===== config.mk =====
export PLATFORM = sky130hd
export DESIGN_NAME = integrator_scheduler
export DESIGN_NICKNAME = d
export VERILOG_FILES = /design/src/rtl/integrator_scheduler.sv
export SDC_FILE = /design/constraint.sdc
export NUM_CORES = 1
export LEC_CHECK = 0
export CORE_AREA = 4 4 239 241
export CTS_CLUSTER_DIAMETER = 200
export DETAILED_ROUTE_END_ITERATION = 8
export DIE_AREA = 0 0 243 245
export PLACE_DENSITY = 0.58
export SLEW_MARGIN = 40
export SYNTH_ARGS = -nofsm -noshare
export SYNTH_HDL_FRONTEND = slang
export SYNTH_SLANG_ARGS = --single-unit

===== constraint.sdc =====
create_clock -name clk -period 2.69 [get_ports clk]
set_input_delay 0.4035 -clock clk [delete_from_list [all_inputs] [get_ports clk]]
set_output_delay 0.4035 -clock clk [all_outputs]
set_load 0.1 [all_outputs]

===== src/rtl/integrator_scheduler.sv =====
// Purpose: time-multiplexes one external combinational float integrator across N_CH states.
// Latency: tick to done = 1 + sum over channels of (wait_i + 2) cycles, minimum 2*N_CH+1.
// Backpressure: stalls in REQ until x_valid; tick/init_we while busy are dropped and flagged.
//
// Ports:
//   clk, rst_n                    clock, asynchronous active-low reset
//   tick / busy / done / overrun  sweep start, in-progress, complete pulse, dropped-tick pulse
//   x_req, x_ch / x_valid, x_data derivative request for one channel and its response
//   integ_x, integ_int_x          operands driven to the shared integrator (0 outside ACC)
//   integ_out                     integrator result, same cycle
//   init_we, init_ch, init_data   state initialisation (IDLE only), init_drop flags a drop
//   rd_ch, rd_data                combinational state readback, 0 for out-of-range channels
module integrator_scheduler #(
    parameter int          N_CH     = 8,
    parameter int          CH_W     = 3,
    parameter logic [31:0] INIT_VAL = 32'h0000_0000
) (
    input  logic            clk,
    input  logic            rst_n,
    input  logic            tick,
    output logic            busy,
    output logic            done,
    output logic            overrun,
    output logic            x_req,
    output logic [CH_W-1:0] x_ch,
    input  logic            x_valid,
    input  logic [31:0]     x_data,
    output logic [31:0]     integ_x,
    output logic [31:0]     integ_int_x,
    input  logic [31:0]     integ_out,
    input  logic            init_we,
    input  logic [CH_W-1:0] init_ch,
    input  logic [31:0]     init_data,
    output logic            init_drop,
    input  logic [CH_W-1:0] rd_ch,
    output logic [31:0]     rd_data
);

    typedef enum logic [1:0] {
        IDLE = 2'd0,
        REQ  = 2'd1,
        ACC  = 2'd2,
        DONE = 2'd3
    } state_t;

    localparam logic [CH_W-1:0] LAST_CH = CH_W'(N_CH - 1);

    state_t          fsm;
    logic [CH_W-1:0] ch;
    logic [31:0]     bank [N_CH];

    // The channel register doubles as the request channel output.
    assign x_ch = ch;

    always_ff @(posedge clk or negedge rst_n) begin
        if (!rst_n) begin
            fsm         <= IDLE;
            ch          <= '0;
            busy        <= 1'b0;
            done        <= 1'b0;
            overrun     <= 1'b0;
            init_drop   <= 1'b0;
            x_req       <= 1'b0;
            integ_x     <= '0;
            integ_int_x <= '0;
            for (int i = 0; i < N_CH; i++) begin
                bank[i] <= INIT_VAL;
            end
        end else begin
            done      <= 1'b0;
            overrun   <= 1'b0;
            init_drop <= 1'b0;

            case (fsm)
                IDLE: begin
                    // The init write lands on this edge, before the sweep can read
                    // any channel, so a same-cycle tick sees the new value.
                    if (init_we && (int'(init_ch) < N_CH)) begin
                        bank[init_ch] <= init_data;
                    end
                    if (tick) begin
                        fsm   <= REQ;
                        ch    <= '0;
                        busy  <= 1'b1;
                        x_req <= 1'b1;
                    end
                end
                REQ: begin
                    // integ_x is the captured derivative register; the state operand
                    // is captured alongside so both are registered during ACC.
                    if (x_valid) begin
                        fsm         <= ACC;
                        x_req       <= 1'b0;
                        integ_x     <= x_data;
                        integ_int_x <= bank[ch];
                    end
                end
                ACC: begin
                    bank[ch]    <= integ_out;
                    integ_x     <= '0;
                    integ_int_x <= '0;
                    if (ch == LAST_CH) begin
                        fsm  <= DONE;
                        busy <= 1'b0;
                        done <= 1'b1;
                    end else begin
                        fsm   <= REQ;
                        ch    <= ch + CH_W'(1);
                        x_req <= 1'b1;
                    end
                end
                DONE: begin
                    fsm <= IDLE;
                end
                default: begin
                    fsm <= IDLE;
                end
            endcase

            // Any tick or init request outside IDLE is discarded and reported.
            if (fsm != IDLE) begin
                overrun   <= tick;
                init_drop <= init_we;
            end
        end
    end

    always_comb begin
        rd_data = '0;
        if (int'(rd_ch) < N_CH) begin
            rd_data = bank[rd_ch];
        end
    end

endmodule


==> impl_metrics.env, run 1 <==
export IMPL_internal_power_mw=17.57
export IMPL_setup_slack_ps=303.2
export IMPL_place_inst=2754
export IMPL_grt_max_degree=161
export IMPL_holdWs_ps=368.2
export IMPL_yosysSeqAreaShare_pct=43.42
export IMPL_cts_root_buf="clkbuf_16"
export IMPL_synth_nets=2045
export IMPL_p_leak_nw=9.467
export IMPL_cts_tree="yes"
export IMPL_cp_cell_sequence="mux4_2 > mux2_2 > buf_12"
export IMPL_worst_path_max_delay_cell="mux4_2"
export IMPL_cts_buffers_inserted=41
export IMPL_firstDrtPassIters=6
export IMPL_die_h_um=245
export IMPL_finalWirelength_um=73790
export IMPL_grt_pass1_vias=17910
export IMPL_synth_main_ff_cell="dfrtp_1"
export IMPL_drtAntennaViolNets=0
export IMPL_dp_hpwl_um=46880
export IMPL_cp_end_kind="output pin"
export IMPL_ios=211
export IMPL_crit_arrival_ps=1980
export IMPL_async_flop_share_pct=100.0
export IMPL_grt_pass1_wl_um=111700
export IMPL_fin_crit_sh_pct=88.73
export IMPL_syn_cell_area_sq_um=19020
export IMPL_wire_per_inst_um=26.09
export IMPL_drv_cap=0
export IMPL_clock_sinks=330
export IMPL_cts_setup_buffers=0
export IMPL_p_sw_mw=15.09
export IMPL_setup_tns_ps=0
export IMPL_critPathRequiredTime_ps=2290
export IMPL_power_density_nw_per_um2=1376
export IMPL_ys_warn_count=0
export IMPL_antennaDiodeCount=0
export IMPL_worstPathMaxFanout=3
export IMPL_ys_seq_elements=330
export IMPL_drcViolationCount=0
export IMPL_outcome="finished clean"
export IMPL_synth_top_area_share_pct=43.42
export IMPL_cts_resized=0
export IMPL_worst_slew_pin_slew_ps=813.6
export IMPL_stdcell_count=2828
export IMPL_via_per_inst=6.111
export IMPL_placed_area_sq_um=22270
export IMPL_final_util_pct=43.25
export IMPL_synth_area_leaders="dfrtp_1, mux4_2, mux2i_1"
export IMPL_initial_utilization_pct=34.66
export IMPL_clkPwrFrac_pct=18.5
export IMPL_finalPower_mw=32.66
export IMPL_grt_overflow=0
export IMPL_area_growth_pct=24.79
export IMPL_final_nets=2203
export IMPL_gp_congestion=0.8604
export IMPL_slew_headroom_pct=45.63
export IMPL_final_area_sq_um=23740
export IMPL_finalCriticalPeriod_ps=2387
export IMPL_clkSlewWorstSetupHoldPaths_ps=60
export IMPL_slew_violations=0
export IMPL_insertion_delay_ps=570
export IMPL_yosysTopAreaCell="dfrtp_1"
export IMPL_vias=17280
export IMPL_irDropWorstVdd_uv=935.3
export IMPL_die_area_sq_um=59540
export IMPL_synth_avg_cell_area_sq_um=9.824
export IMPL_antenna_found_initial=2
export IMPL_critPathKind="register to output pin"
export IMPL_max_freq_mhz=419.0
export IMPL_synth_cell_types=43
export IMPL_switching_share_pct=46.21
export IMPL_startpoint_type="register"
export IMPL_hp_class="input pin to register"
export IMPL_fp_coreArea_sq_um=54880
export IMPL_drt_iter0_markers=1519
export IMPL_die_w_um=243
export IMPL_finalSetupViolCount=0
export IMPL_grt_usage_pct=24.14
export IMPL_rsz0062_at_grt="false"
export IMPL_htree_levels=2
export IMPL_synthTopCellsByCount="dfrtp_1, nand2_1, nand3_1, nor2_1"
export IMPL_max_stage_delay_ps=480
export IMPL_yosysMostFrequentCell="dfrtp_1"
export IMPL_p_comb_share_pct=52.0
export IMPL_rows=86
export IMPL_synthCells=1936
export IMPL_pwr_share_seq_pct=29.5
export IMPL_io_buffers=210
export IMPL_drive_above_1_share_pct=19.87
export IMPL_finClkSkew_ps=23.60
export IMPL_synth_edf_count=0
export IMPL_ctsLongestPathBuffers=3
export IMPL_hold_viol=0
export IMPL_place_ws_ps=321.1
==> power by group through the flow <==
stage	clock, mW	combinational (mW)	sequential, mW
2_1_floorplan	0	9.29	12.0
3_3_place_gp	0	16.7	9.55
3_5_place_dp	0	17.0	9.63
4_1_cts	6.15	17.0	9.61
5_1_grt	6.33	17.9	9.92
6_report	6.03	17.0	9.65
==> registers in the layout (all words and copies together) (netlist names) <==
name / cells
bank: 256
integ_int_x: 32
integ_x: 32
x_ch: 3
fsm: 2
busy: 1
done: 1
init_drop: 1
overrun: 1
x_req: 1
==> worst paths after layout <==
kind                                            start                          end  slack [ps]  cells after the start
min in group asynchronous                       rst_n  integ_int_x[18]$_DFFE_PN0P_         380                      2
max                               bank[0]$_DFFE_PN0P_                   rd_data[0]         300                      3
max in group asynchronous                       rst_n  integ_int_x[22]$_DFFE_PN0P_        1440                      4
max reg2reg                       x_ch[0]$_DFFE_PN0P_  integ_int_x[24]$_DFFE_PN0P_         500                      6
min                                        x_data[31]      integ_x[31]$_DFFE_PN0P_         370                      3
min reg2reg                integ_int_x[7]$_DFFE_PN0P_   integ_int_x[7]$_DFFE_PN0P_         490                      1
==> kinds of logic after synthesis <==
logic type      count (synthesis)  share of synthesized area (%)
compound gates                624                          22.22
simple gates                  566                          13.32
flops                         330                          43.42
mux                           225                          16.27
buf+inv                       189                          4.638
fa+ha+maj                       2                         0.1315
==> critical path: cells and delay by family (launching register included) <==
family	cells	cell delay [ps]
flops	1	400
buf+inv	1	190
mux	2	830
==> routing by layer <==
| layer | wire length, um | part of all wire (%) | global-route usage, % | vias to the layer above |
|---|---|---|---|---|
| met1 | 29910 | 41 | 31.34 | 8668 |
| met2 | 33880 | 46 | 38.55 | 959 |
| met5 | 23 | 0.031 | 0 | - |
| li1 | - | - | - | 7456 |
| met3 | 7162 | 9.7 | 6.325 | 195 |
| met4 | 2824 | 3.8 | 9.896 | 4 |
==> cells in the final DEF, fill, tap and decap left out, types with 86 or more instances in the layout <==
cell / synthesis / routed
buf_4: 4 / 140
nand2_1: 209 / 209
a2bb2oi_1: 130 / 130
clkdlybuf4s50_1: 0 / 101
mux2i_1: 128 / 128
a21oi_1: 86 / 86
o21ai_0: 130 / 130
o21ai_1: 127 / 127
nand3_1: 163 / 163
nor2_1: 137 / 135
dfrtp_1: 330 / 329
==> layout make-up <==
| class | count | area [sq um] |
|---|---|---|
| timing repair buffer | 302 | 3238 |
| clock inverter | 16 | 234.0 |
| fill | 5193 | 31140 |
| clock buffer | 57 | 1219 |
| sequential | 330 | 8262 |
| inverter | 2 | 7.507 |
| multi-input combinational | 1417 | 9894 |
| tap | 704 | 880.8 |
==> timing repair <==
action,CTS,global route
setup endpoints to repair,0,0
hold buffers,1,0
endpoints found under the hold margin,50,0
No activity file was read; power rests on OpenSTA's default activity.
==> run 2: changes to the inputs <==
Settings changed: SLEW_MARGIN 40 to 20.
==> results of run 2 <==
Same layout as run 1: the final DEF is identical, and so are final timing and power.
==> run 3: changes to the inputs <==
Settings changed: ABC_AREA set to 0, REMOVE_ABC_BUFFERS set to 1.
Clock period 2.69 ns to 2.9 ns, I/O delays scaled along.
==> impl_metrics.env, run 3 (synthesis results as in run 1) <==
export IMPL_finalCriticalPeriod_ps=2497
export IMPL_placed_area_sq_um=22150
export IMPL_largest_register="bank"
export IMPL_critPathKind="input pin to output pin"
export IMPL_crit_path_end="rd_data[28]"
export IMPL_dp_hpwl_um=45740
export IMPL_drt_iter0_markers=1689
export IMPL_grt_pass1_vias=18280
export IMPL_finalPower_mw=29.80
export IMPL_die_h_um=245
export IMPL_worst_r2r_endpoint="bank[2]$_DFFE_PN0P_"
export IMPL_final_area_sq_um=23510
export IMPL_crit_start="rd_ch[0]"
export IMPL_largest_register_ffs=256
export IMPL_slew_headroom_pct=24.86
export IMPL_crit_cells=5
export IMPL_grt_usage_pct=24.66
export IMPL_critPathRequiredTime_ps=2470
export IMPL_area_growth_pct=23.58
export IMPL_r2r_cells=5
export IMPL_wire_per_inst_um=26.69
export IMPL_finalWirelength_um=75060
export IMPL_clock_sinks=330
export IMPL_fin_crit_sh_pct=86.10
export IMPL_io_buffers=210
export IMPL_worst_slew_pin_slew_ps=1127
export IMPL_antenna_found_initial=3
export IMPL_final_nets=2185
export IMPL_via_per_inst=6.160
export IMPL_fillCellCount=5198
export IMPL_p_leak_nw=9.322
export IMPL_hp_class="input pin to register"
export IMPL_hold_viol=0
export IMPL_drv_cap=0
export IMPL_fp_coreArea_sq_um=54880
export IMPL_worstPathMaxFanout=24
export IMPL_grt_pass1_wl_um=114300
export IMPL_drcViolationCount=0
export IMPL_finalSetupViolCount=0
export IMPL_power_density_nw_per_um2=1268
export IMPL_ios=211
export IMPL_irDropWorstVdd_uv=757.7
export IMPL_drtAntennaViolNets=0
export IMPL_final_common_cell="dfrtp_1"
export IMPL_rsz0062_at_grt="false"
export IMPL_finClkSkew_ps=17.07
export IMPL_place_inst=2737
export IMPL_cts_root_buf="clkbuf_16"
export IMPL_grt_max_degree=91
export IMPL_clkSlewWorstSetupHoldPaths_ps=60
export IMPL_r2r_start="fsm[0]$_DFFE_PN0P_"
export IMPL_vias=17320
export IMPL_outcome="finished clean"
export IMPL_cts_setup_buffers=0
export IMPL_drive_above_1_share_pct=19.10
export IMPL_htree_levels=2
export IMPL_holdWs_ps=398.5
export IMPL_ctsLongestPathBuffers=3
export IMPL_startpoint_type="input pin"
export IMPL_final_cell_mix="dfrtp_1, nand2_1, nand3_1, nor2_1"
export IMPL_die_area_sq_um=59540
export IMPL_grt_overflow=0
export IMPL_firstDrtPassIters=5
export IMPL_max_stage_delay_ps=530
export IMPL_crit_arrival_ps=2060
export IMPL_stdcell_count=2812
export IMPL_cp_common_cell="buf_12"
export IMPL_cp_cell_sequence="buf_4 > buf_12 > mux4_2 > mux2_2 > buf_12"
export IMPL_ff_latch_area_sq_um=8262
export IMPL_reg_top3="bank x256, integ_int_x x32, integ_x x32"
export IMPL_cts_buffers_inserted=40
export IMPL_setup_tns_ps=0
export IMPL_insertion_delay_ps=570
export IMPL_initial_utilization_pct=34.66
export IMPL_slew_violations=0
export IMPL_cts_tree="yes"
export IMPL_die_w_um=243
export IMPL_critPathBufInv=3
export IMPL_max_freq_mhz=400.5
export IMPL_gp_congestion=0.8432
export IMPL_cp_end_kind="output pin"
export IMPL_crit_family="multiplexers"
export IMPL_postCtsHoldBufs=1
export IMPL_worst_path_max_delay_cell="mux4_2"
export IMPL_rows=86
export IMPL_r2r_slack_ps=620
export IMPL_cts_resized=0
export IMPL_multiInputGateArea_sq_um=9894
-- run 3: changes by cell type in the layout (fill, tap and decap cells not counted) --
cell	before	now
buf_4	140	123
clkbuf_8	9	6
clkinv_4	0	3
diode_2	0	3
bufinv_16	6	4
clkbuf_16	43	41
clkbuf_1	5	6
clkinv_2	9	8
clkinvlp_4	0	1
inv_6	1	2
-- run 3: per-layer routing --
metal / vias up / GRT usage [%] / routed length [um]
li1: 7455 / - / -
met5: - / 0 / 0
met1: 8742 / 31.62 / 30300
met3: 216 / 5.670 / 6357
met2: 908 / 40.11 / 35150
met4: 0 / 10.78 / 3256
-- run 3: metrics by stage --
stage | worst slack [ps] | utilization [%]
finish | 403.1 | 42.83
global route | 359.0 | 42.83
CTS | 395.4 | 42.82
detailed placement | 398.4 | 40.35
global placement | 414.7 | 40.35
floorplan | -5691 | -
-- run 3: power by group --
group          switching (mW)  internal (mW)
logic                    9.73           5.93
registers                2.03           6.89
clock network            2.11           3.11
-- run 3: cell type report --
| cell class | count | area share [%] |
|---|---|---|
| Clock buffer | 53 | 4.812 |
| Antenna cell | 3 | 0.03194 |
| Timing Repair Buffer | 285 | 13.23 |
| Clock inverter | 18 | 0.8996 |
| Multi-Input combinational cell | 1417 | 42.10 |
| Tap cell | 704 | 3.747 |
| Inverter | 2 | 0.03194 |
| Sequential cell | 330 | 35.15 |
-- run 3: worst min path at each step --
| stage | start | to | slack [ps] | cells past startpoint |
|---|---|---|---|---|
| 3_3_place_gp | rst_n | integ_int_x[9]$_DFFE_PN0P_ | 440 | 1 |
| 2_1_floorplan | rst_n | bank[0]$_DFFE_PN0P_ | 140 | 0 |
| 6_report | x_data[12] | integ_x[12]$_DFFE_PN0P_ | 400 | 3 |
| 5_1_grt | x_data[22] | integ_x[22]$_DFFE_PN0P_ | 390 | 3 |
| 4_1_cts | x_data[9] | integ_x[9]$_DFFE_PN0P_ | 370 | 3 |
| 3_5_place_dp | rst_n | bank[9]$_DFFE_PN0P_ | 440 | 1 |
-- run 3: worst reg2reg max path, cell delays in order (launching register included) --
cell and delay, ps:
dfrtp_1 380, nor2b_1 350, nand4_1 600, nand2_1 360, buf_12 280, a2bb2oi_1 220
